### src/rtl/div_arbiter.sv
// div_arbiter: round-robin front end that shares one pipelined divider among NUM_REQ clients.
// Define DIV_ARB_STATS_EN to add the stat_issue/stat_stall counters.
module div_arbiter #(
  parameter int NUM_REQ = 4,
  parameter int LATENCY = 8,
  parameter int WIDTH   = 8
) (
  input  logic                     clk,
  input  logic                     reset,
  input  logic [NUM_REQ-1:0]       req_valid,
  input  logic [NUM_REQ*WIDTH-1:0] req_dividend,
  input  logic [NUM_REQ*WIDTH-1:0] req_divisor,
  output logic [NUM_REQ-1:0]       req_ready,
  output logic                     div_start,
  output logic [WIDTH-1:0]         div_dividend,
  output logic [WIDTH-1:0]         div_divisor,
  input  logic                     div_valid,
  input  logic [WIDTH-1:0]         div_quotient,
  input  logic [WIDTH-1:0]         div_remainder,
  output logic [NUM_REQ-1:0]       rsp_valid,
  output logic [WIDTH-1:0]         rsp_quotient,
  output logic [WIDTH-1:0]         rsp_remainder,
  output logic                     rsp_dz,
  output logic                     err_tag
`ifdef DIV_ARB_STATS_EN
  ,
  output logic [NUM_REQ*16-1:0]    stat_issue,
  output logic [15:0]              stat_stall
`endif
);

  localparam int IDW = (NUM_REQ > 1) ? $clog2(NUM_REQ) : 1;
  localparam int WCW = $clog2(LATENCY + 2);

  typedef struct packed {
    logic             vld;
    logic [IDW-1:0]   id;
    logic             dz;
    logic [WIDTH-1:0] dividend;
  } tag_t;

  logic [IDW-1:0]     ptr_q;
  logic [NUM_REQ-1:0] grant;
  logic [IDW-1:0]     gnt_idx;
  logic [IDW-1:0]     cand;
  logic               found;
  logic               hs;
  logic [WIDTH-1:0]   sel_dividend;
  logic [WIDTH-1:0]   sel_divisor;

  tag_t               issue_q, issue_d;
  logic               div_start_q;
  logic [WIDTH-1:0]   div_dividend_q, div_divisor_q;
  tag_t               pipe_q [LATENCY+1];
  tag_t               tail;

  logic [NUM_REQ-1:0] rsp_valid_q, rsp_valid_d;
  logic [WIDTH-1:0]   rsp_quotient_q, rsp_quotient_d;
  logic [WIDTH-1:0]   rsp_remainder_q, rsp_remainder_d;
  logic               rsp_dz_q, rsp_dz_d;
  logic               err_q, err_d;
  logic [WCW-1:0]     warm_q, warm_d;
  logic               warm_done;

  // Search begins just after the last winner; grants are masked while reset is held.
  always_comb begin
    grant   = '0;
    gnt_idx = '0;
    cand    = '0;
    found   = 1'b0;
    for (int k = 1; k <= NUM_REQ; k++) begin
      cand = IDW'((int'(ptr_q) + k) % NUM_REQ);
      if (!found && req_valid[cand]) begin
        found       = 1'b1;
        grant[cand] = 1'b1;
        gnt_idx     = cand;
      end
    end
    if (!reset) grant = '0;
  end

  assign hs        = |grant;
  assign req_ready = grant;

  always_comb begin
    sel_dividend = '0;
    sel_divisor  = '0;
    for (int i = 0; i < NUM_REQ; i++) begin
      if (grant[i]) begin
        sel_dividend = req_dividend[i*WIDTH +: WIDTH];
        sel_divisor  = req_divisor[i*WIDTH +: WIDTH];
      end
    end
  end

  always_comb begin
    issue_d = '0;
    if (hs) begin
      issue_d.vld      = 1'b1;
      issue_d.id       = gnt_idx;
      issue_d.dz       = (sel_divisor == '0);
      issue_d.dividend = sel_dividend;
    end
  end

  // The tag rides in the issue register beside the operands, so the pipe tail meets div_valid.
  assign tail      = pipe_q[LATENCY];
  assign warm_done = (warm_q == WCW'(LATENCY + 1));

  always_comb begin
    rsp_valid_d     = '0;
    rsp_quotient_d  = rsp_quotient_q;
    rsp_remainder_d = rsp_remainder_q;
    rsp_dz_d        = rsp_dz_q;
    if (tail.vld) begin
      for (int i = 0; i < NUM_REQ; i++) begin
        if (tail.id == IDW'(i)) rsp_valid_d[i] = 1'b1;
      end
      if (tail.dz) begin
        rsp_quotient_d  = '1;
        rsp_remainder_d = tail.dividend;
        rsp_dz_d        = 1'b1;
      end else begin
        rsp_quotient_d  = div_quotient;
        rsp_remainder_d = div_remainder;
        rsp_dz_d        = 1'b0;
      end
    end
    warm_d = warm_done ? warm_q : warm_q + WCW'(1);
    err_d  = err_q | (warm_done & ((tail.vld & ~tail.dz) != div_valid));
  end

  always_ff @(posedge clk or negedge reset) begin
    if (!reset) begin
      ptr_q           <= IDW'(NUM_REQ - 1);
      issue_q         <= '0;
      div_start_q     <= 1'b0;
      div_dividend_q  <= '0;
      div_divisor_q   <= '0;
      for (int i = 0; i <= LATENCY; i++) pipe_q[i] <= '0;
      rsp_valid_q     <= '0;
      rsp_quotient_q  <= '0;
      rsp_remainder_q <= '0;
      rsp_dz_q        <= 1'b0;
      err_q           <= 1'b0;
      warm_q          <= '0;
    end else begin
      if (hs) begin
        ptr_q          <= gnt_idx;
        div_dividend_q <= sel_dividend;
        div_divisor_q  <= sel_divisor;
      end
      div_start_q <= hs && (sel_divisor != '0);
      issue_q     <= issue_d;
      pipe_q[0]   <= issue_q;
      for (int i = 1; i <= LATENCY; i++) pipe_q[i] <= pipe_q[i-1];
      rsp_valid_q     <= rsp_valid_d;
      rsp_quotient_q  <= rsp_quotient_d;
      rsp_remainder_q <= rsp_remainder_d;
      rsp_dz_q        <= rsp_dz_d;
      err_q           <= err_d;
      warm_q          <= warm_d;
    end
  end

  assign div_start     = div_start_q;
  assign div_dividend  = div_dividend_q;
  assign div_divisor   = div_divisor_q;
  assign rsp_valid     = rsp_valid_q;
  assign rsp_quotient  = rsp_quotient_q;
  assign rsp_remainder = rsp_remainder_q;
  assign rsp_dz        = rsp_dz_q;
  assign err_tag       = err_q;

`ifdef DIV_ARB_STATS_EN
  logic [15:0] stat_issue_q [NUM_REQ];
  logic [15:0] stat_stall_q;

  // Saturating counters; a stall is any cycle with a valid requester left ungranted.
  always_ff @(posedge clk or negedge reset) begin
    if (!reset) begin
      for (int i = 0; i < NUM_REQ; i++) stat_issue_q[i] <= '0;
      stat_stall_q <= '0;
    end else begin
      for (int i = 0; i < NUM_REQ; i++) begin
        if (grant[i] && stat_issue_q[i] != 16'hFFFF) stat_issue_q[i] <= stat_issue_q[i] + 16'd1;
      end
      if (|(req_valid & ~grant) && stat_stall_q != 16'hFFFF) stat_stall_q <= stat_stall_q + 16'd1;
    end
  end

  always_comb begin
    stat_issue = '0;
    for (int i = 0; i < NUM_REQ; i++) stat_issue[i*16 +: 16] = stat_issue_q[i];
  end
  assign stat_stall = stat_stall_q;
`endif

endmodule
### config.mk
export PLATFORM = sky130hd
export DESIGN_NAME = div_arbiter
export DESIGN_NICKNAME = d
export VERILOG_FILES = /design/src/rtl/div_arbiter.sv
export SDC_FILE = /design/constraint.sdc
export NUM_CORES = 1
export LEC_CHECK = 0
export ABC_AREA = 1
export CAP_MARGIN = 20
export CORE_MARGIN = 3
export CORE_UTILIZATION = 46
export CTS_CLUSTER_SIZE = 20
export DETAILED_ROUTE_END_ITERATION = 10
export PLACE_DENSITY = 0.73
export SLEW_MARGIN = 20
export SYNTH_ARGS = -nofsm -noshare
export SYNTH_HDL_FRONTEND = slang
export SYNTH_SLANG_ARGS = --single-unit
### constraint.sdc
create_clock -name clk -period 2.9 [get_ports clk]
set_input_delay 0.87 -clock clk [delete_from_list [all_inputs] [get_ports clk]]
set_output_delay 0.87 -clock clk [all_outputs]
set_load 0.02 [all_outputs]
**Yosys cells after proc, flatten, opt, wreduce, memory -nomap -nowiden**

Cells that the tools add are included.

- Magnitude comparators: 8
- Multiplexer cells: 45
- Reductions and logical operators: 15
- Equality and inequality tests: 5
- Add/subtract/negate cells: 5
- Bitwise operators: 7

Operator list:

| cell | number |
|---|---|
| two-way mux 8 bit | 10 |
| two-way mux 4 bit | 6 |
| two-way mux 1 bit | 16 |
| < comparator 2 x 3 -> 1 bit, second input constant | 4 |
| two-way mux 12 bit | 1 |
| bitwise OR 4 bit | 3 |
| binary-select mux 1 bit (select 2 bit) | 4 |
| demux 1 bit (select 2 bit) | 4 |
| greater-or-equal comparator 2 x 1 -> 1 bit, second input constant | 4 |
| logical AND 1 bit | 8 |
| logical NOT 8 bit | 1 |
| two-way mux 2 bit | 4 |
| nonzero test 8 bit | 1 |
| adder 2 x 1 -> 2 bit, second input constant | 2 |
| adder 2 bit, second input constant | 2 |
| adder 4 x 1 -> 4 bit, second input constant | 1 |
| == test 2 bit, second input constant | 2 |
| == test 4 bit, second input constant | 1 |
| OR reduction 4 bit | 1 |
| logical NOT 1 bit | 3 |
| bitwise AND 1 bit | 2 |
| == test 2 x 1 -> 1 bit, second input constant | 1 |
| logical NOT 2 bit | 1 |
| != test 1 bit | 1 |
| 2 further kinds | 2 |

- Input port bits: 87
- Bits in registers: 165
- Output and inout bits: 43

**Depth between registers and ports, before layout**

- Depth in word-level cells: 20
- Depth in mapped cells: 20
- Depth with buffers taken out: 17

**Worst setup path after synthesis**

Ideal clock, no wire load.

- Path type: register to output
- From: register ptr_q[0]
- To: output req_ready[2]
- Buffers on the path: 3
- Arrival time: 2.245 ns
- Setup slack: -0.215 ns
- Stages on the path, launching flop included: 14
- Required time: 2.030 ns
- Cells stage by stage: dfstp_2 > buf_6 > inv_2 > buf_6 > ha_1 > inv_1 > nand2_1 > nand2_4 > nor2_2 > nand2_1 > nand3_4 > nand2_4 > buf_2 > inv_1

- Word-level cells in the longest chain between the ends: 14
- Elaborated cells on any way between the ends: 49
- Classes of those cells: 4 x add/sub; 8 x order compare; 24 x mux; 3 x bitwise; 10 x reduce/logical

Ends and longest elaborated chain:

| what | line | source |
|---|---|---|
| start: declaration | 42 | `logic [IDW-1:0] ptr_q;` |
| start signal: assignment | 135 | `ptr_q <= IDW'(NUM_REQ - 1);` |
| start signal: assignment | 149 | `ptr_q <= gnt_idx;` |
| parallel branches: the longest is 12 deep, another holds < comparator 2 x 3 -> 1 bit | n/a |  |
| two-way mux 4 bit * | 73 | `if (!found && req_valid[cand]) begin` |
| two-way mux 4 bit * | 79 | `if (!reset) grant = '0;` |
| end: declaration | 13 | `output logic [NUM_REQ-1:0] req_ready,` |

Mark *: on every way between the ends. The select of a mux whose other input is x is not followed.

**Final worst setup path**

- From: register ptr_q[0]
- To: output req_ready[0]

Same word-level chain as after synthesis.

==> impl_metrics.env <==
export IMPL_ff2ff_setup_slack_ns=0.22
export IMPL_die_area_um2=14700
export IMPL_synthMuxAreaShare_pct=0
export IMPL_r2r_end="issue_q[8]$_DFF_PN0_"
export IMPL_drive_above_1_share_pct=16.0
export IMPL_syn_cell_area_um2=6120
export IMPL_power_switching_mw=3.76
export IMPL_swShare_pct=37.1
export IMPL_grtUsageMet1_pct=22.1
export IMPL_tightest_slew_ns=0.845
export IMPL_drc_errors=0
export IMPL_fin_ws_ns=-0.168
export IMPL_core_region_area_um2=12800
export IMPL_end_kind="output pin"
export IMPL_synth_xor_area_share_pct=0.430
export IMPL_antenna_left=0
export IMPL_grt_max_degree=72
export IMPL_num_io_pins=130
export IMPL_yosysWarnings=0
export IMPL_die_x_um=121
export IMPL_drt_wirelength_per_cell_um=14.5
export IMPL_cts_buffers=17
export IMPL_htreeDepth=4
export IMPL_drt_first_pass_iters=4
export IMPL_intPower_mw=6.37
export IMPL_port_buffers=129
export IMPL_cts_sinks=165
export IMPL_cp_start_kind="flip-flop"
export IMPL_rsz0062_at_grt="yes"
export IMPL_syn_avg_cell_area_um2=11.1
export IMPL_worstPathArrival_ns=2.20
export IMPL_synth_simple_gate_area_share_pct=19.3
export IMPL_clk_pin_slew_ns=0.07
export IMPL_grt_use_total_pct=19.1
export IMPL_insertion_delay_ns=0.41
export IMPL_crit_required_ns=2.03
export IMPL_fin_crit_ns=3.07
export IMPL_synth_seq_cells=165
export IMPL_rows=41
export IMPL_met3_usage_pct=6.95
export IMPL_gp_congestion=1.05
export IMPL_fin_cells=902
export IMPL_critPathMaxFanout=7
export IMPL_fin_nets=814
export IMPL_synthCells=551
export IMPL_violations="setup timing"
export IMPL_p_leak_nw=4.34
export IMPL_grt_pass1_vias=4570
export IMPL_finalSetupViolCount=4
export IMPL_tritoncts="done"
export IMPL_r2r_start="ptr_q[0]$_DFFE_PN1N_"
export IMPL_fmax_mhz=326
export IMPL_critPathKind="flip-flop to output pin"
export IMPL_synth_compound_area_share_pct=4.81
export IMPL_syn_nets=648
export IMPL_busiest_layer="met2"
export IMPL_yosys_area_top_type_share_pct=66.7
export IMPL_power_density_nw_per_um2=1190
export IMPL_mostFrequentLayoutCells="163 x dfrtp_1, 126 x nand2_1, 120 x clkdlybuf4s50_1, 57 x inv_1, 41 x nor2_1"
export IMPL_yosysSeqAreaShare_pct=67.6
export IMPL_status="finished, violations left"
export IMPL_cts_hold_buf=0
export IMPL_dr_total_vias=4380
export IMPL_grt_util_met2_pct=31.9
export IMPL_drt_iter0_markers=238
export IMPL_nFillCells=941
export IMPL_slew_headroom_pct=43.7
export IMPL_overflow=0
export IMPL_peakVddDrop_mv=0.904
export IMPL_clk_path_buf_depth=2
export IMPL_die_h_um=121
export IMPL_totalWireLength_um=13100
export IMPL_dp_slack_ns=-0.851
export IMPL_dp_hpwl_um=9150
export IMPL_timing_hold_violations_final=0
export IMPL_antenna_found_initial=0
export IMPL_combPwrFrac_pct=44.4
export IMPL_start_util_pct=47.7
export IMPL_placedCellCount=865
export IMPL_grt_pass1_wl_um=21700
export IMPL_n_antenna_cell=0
export IMPL_rr_worst_depth=18
export IMPL_synthAdderAreaFrac_pct=2.05
export IMPL_finClkSkew_ns=0.00873
export IMPL_pwr_share_clk_pct=23.5
export IMPL_yosysUniqueCellTypes=36
export IMPL_final_period_utilization_pct=106
export IMPL_final_common_cell="dfrtp_1"
export IMPL_synth_top_area_cell="dfrtp_1"
export IMPL_min_path_type="input pin to async pin"
export IMPL_maxCapViolCount=0
export IMPL_root_buffer="clkbuf_16"
export IMPL_synthTopCellsByArea="dfrtp_1 67%, nand2_1 7.9%, inv_1 3.8%, nand3_1 3.0%, nor2_1 2.6%"
export IMPL_viasPerCell=4.86
export IMPL_syn2layout_area_growth_pct=38.8
export IMPL_seqPwrFrac_pct=32.1
export IMPL_synth_top_family_by_area="simple AND/OR/NAND/NOR gates"
export IMPL_slew_viol_final=0
-- final cells by class --
| class | instances | area, um2 | area share [%] |
|---|---|---|---|
| Timing Repair Buffer | 164 | 1580 | 18.6 |
| Tap cell | 172 | 215 | 2.54 |
| Clock inverter | 14 | 198 | 2.33 |
| Inverter | 65 | 249 | 2.93 |
| Multi-Input combinational cell | 304 | 1680 | 19.8 |
| Clock buffer | 18 | 439 | 5.17 |
| Sequential cell | 165 | 4130 | 48.7 |
-- timing repair --
action                                  CTS  global route
endpoints found under the setup margin    4             6
pin swaps                                13             4
buffers inserted                          5             0
resized for setup                        41             2
-- stage by stage --
stage / setup TNS [ns] / power [mW] / hold WS (ns) / area, um2 / util [%]
final: -0.580 / 10.1 / 0.264 / 8490 / 66.2
after global placement: -11.22 / 7.43 / 0.332 / 7750 / 60.5
after global routing: -1.02 / 10.8 / 0.247 / 8490 / 66.2
after floorplan: -0.0440 / 5.91 / 0.331 / 6140 / -
after CTS: -0.640 / 10.2 / 0.248 / 8480 / 66.1
after detailed placement: -13.29 / 7.57 / 0.335 / 7750 / 60.5
-- flip-flops by register name, summed over array words and instances, names as in the netlist, 2 cells and up --
name,cells
warm_q,4
div_divisor,8
rsp_valid,4
rsp_quotient,8
div_dividend,8
pipe_q,108
rsp_remainder,8
issue_q,12
ptr_q,2
-- logic make-up after synthesis --
family / count (synthesis)
compound gates: 41
xor+xnor: 3
flops: 165
fa+ha+maj: 10
simple gates: 250
buf+inv: 82
-- critical path: stages (launching register included) --
cell and delay (ns):
dfstp_2 0.54, inv_2 0.05, ha_4 0.30, inv_4 0.05, nand2_4 0.09, nand2_8 0.08
nor2_4 0.20, nand2_1 0.08, nand3_1 0.07, nor2_1 0.05, nor2_2 0.12, buf_6 0.14
-- power by group through the flow --
stage / Sequential (mW) / Clock, mW / Combinational [mW]
6_report: 3.25 / 2.38 / 4.50
5_1_grt: 3.33 / 2.54 / 4.94
4_1_cts: 3.27 / 2.44 / 4.48
3_5_place_dp: 3.28 / 0 / 4.29
3_3_place_gp: 3.24 / 0 / 4.19
2_1_floorplan: 3.48 / 0 / 2.42
-- cells in the mapped netlist (all sizes together) --
| cell | instances |
|---|---|
| dfrtp | 163 |
| nand2 | 139 |
| inv | 65 |
| nor2 | 48 |
| nand3 | 42 |
| buf | 11 |
| ha | 10 |
| nor3 | 10 |
| o21ai | 10 |
| a21boi | 8 |
| o22a | 8 |
| o22ai | 8 |
| nand3b | 7 |
| clkbuf | 6 |
| a21oi | 3 |
| xnor2 | 3 |
| dfstp | 2 |
| nand4 | 2 |
| o21bai | 2 |
| a22oi | 1 |
| a31oi | 1 |
| and3 | 1 |
| or3 | 1 |
-- routing by layer --
| metal | share of wire, % | up-vias |
|---|---|---|
| met4 | 3.0 | 0 |
| met5 | 0 | - |
| met3 | 9.1 | 31 |
| met1 | 40 | 2082 |
| li1 | - | 2056 |
| met2 | 48 | 211 |
-- worst max-delay path by stage --
stage / startpoint / to / slack [ns] / cells after the start
floorplan: ptr_q[0]$_DFFE_PN1N_ / req_ready[0] / -0.03 / 13
global placement: req_valid[0] / req_ready[0] / -0.80 / 11
finish: ptr_q[0]$_DFFE_PN1N_ / req_ready[0] / -0.17 / 11
CTS: ptr_q[0]$_DFFE_PN1N_ / req_ready[0] / -0.18 / 11
global route: ptr_q[0]$_DFFE_PN1N_ / req_ready[1] / -0.27 / 11
detailed placement: req_valid[0] / req_ready[0] / -0.85 / 11
Power figures use the tool's default switching activity.
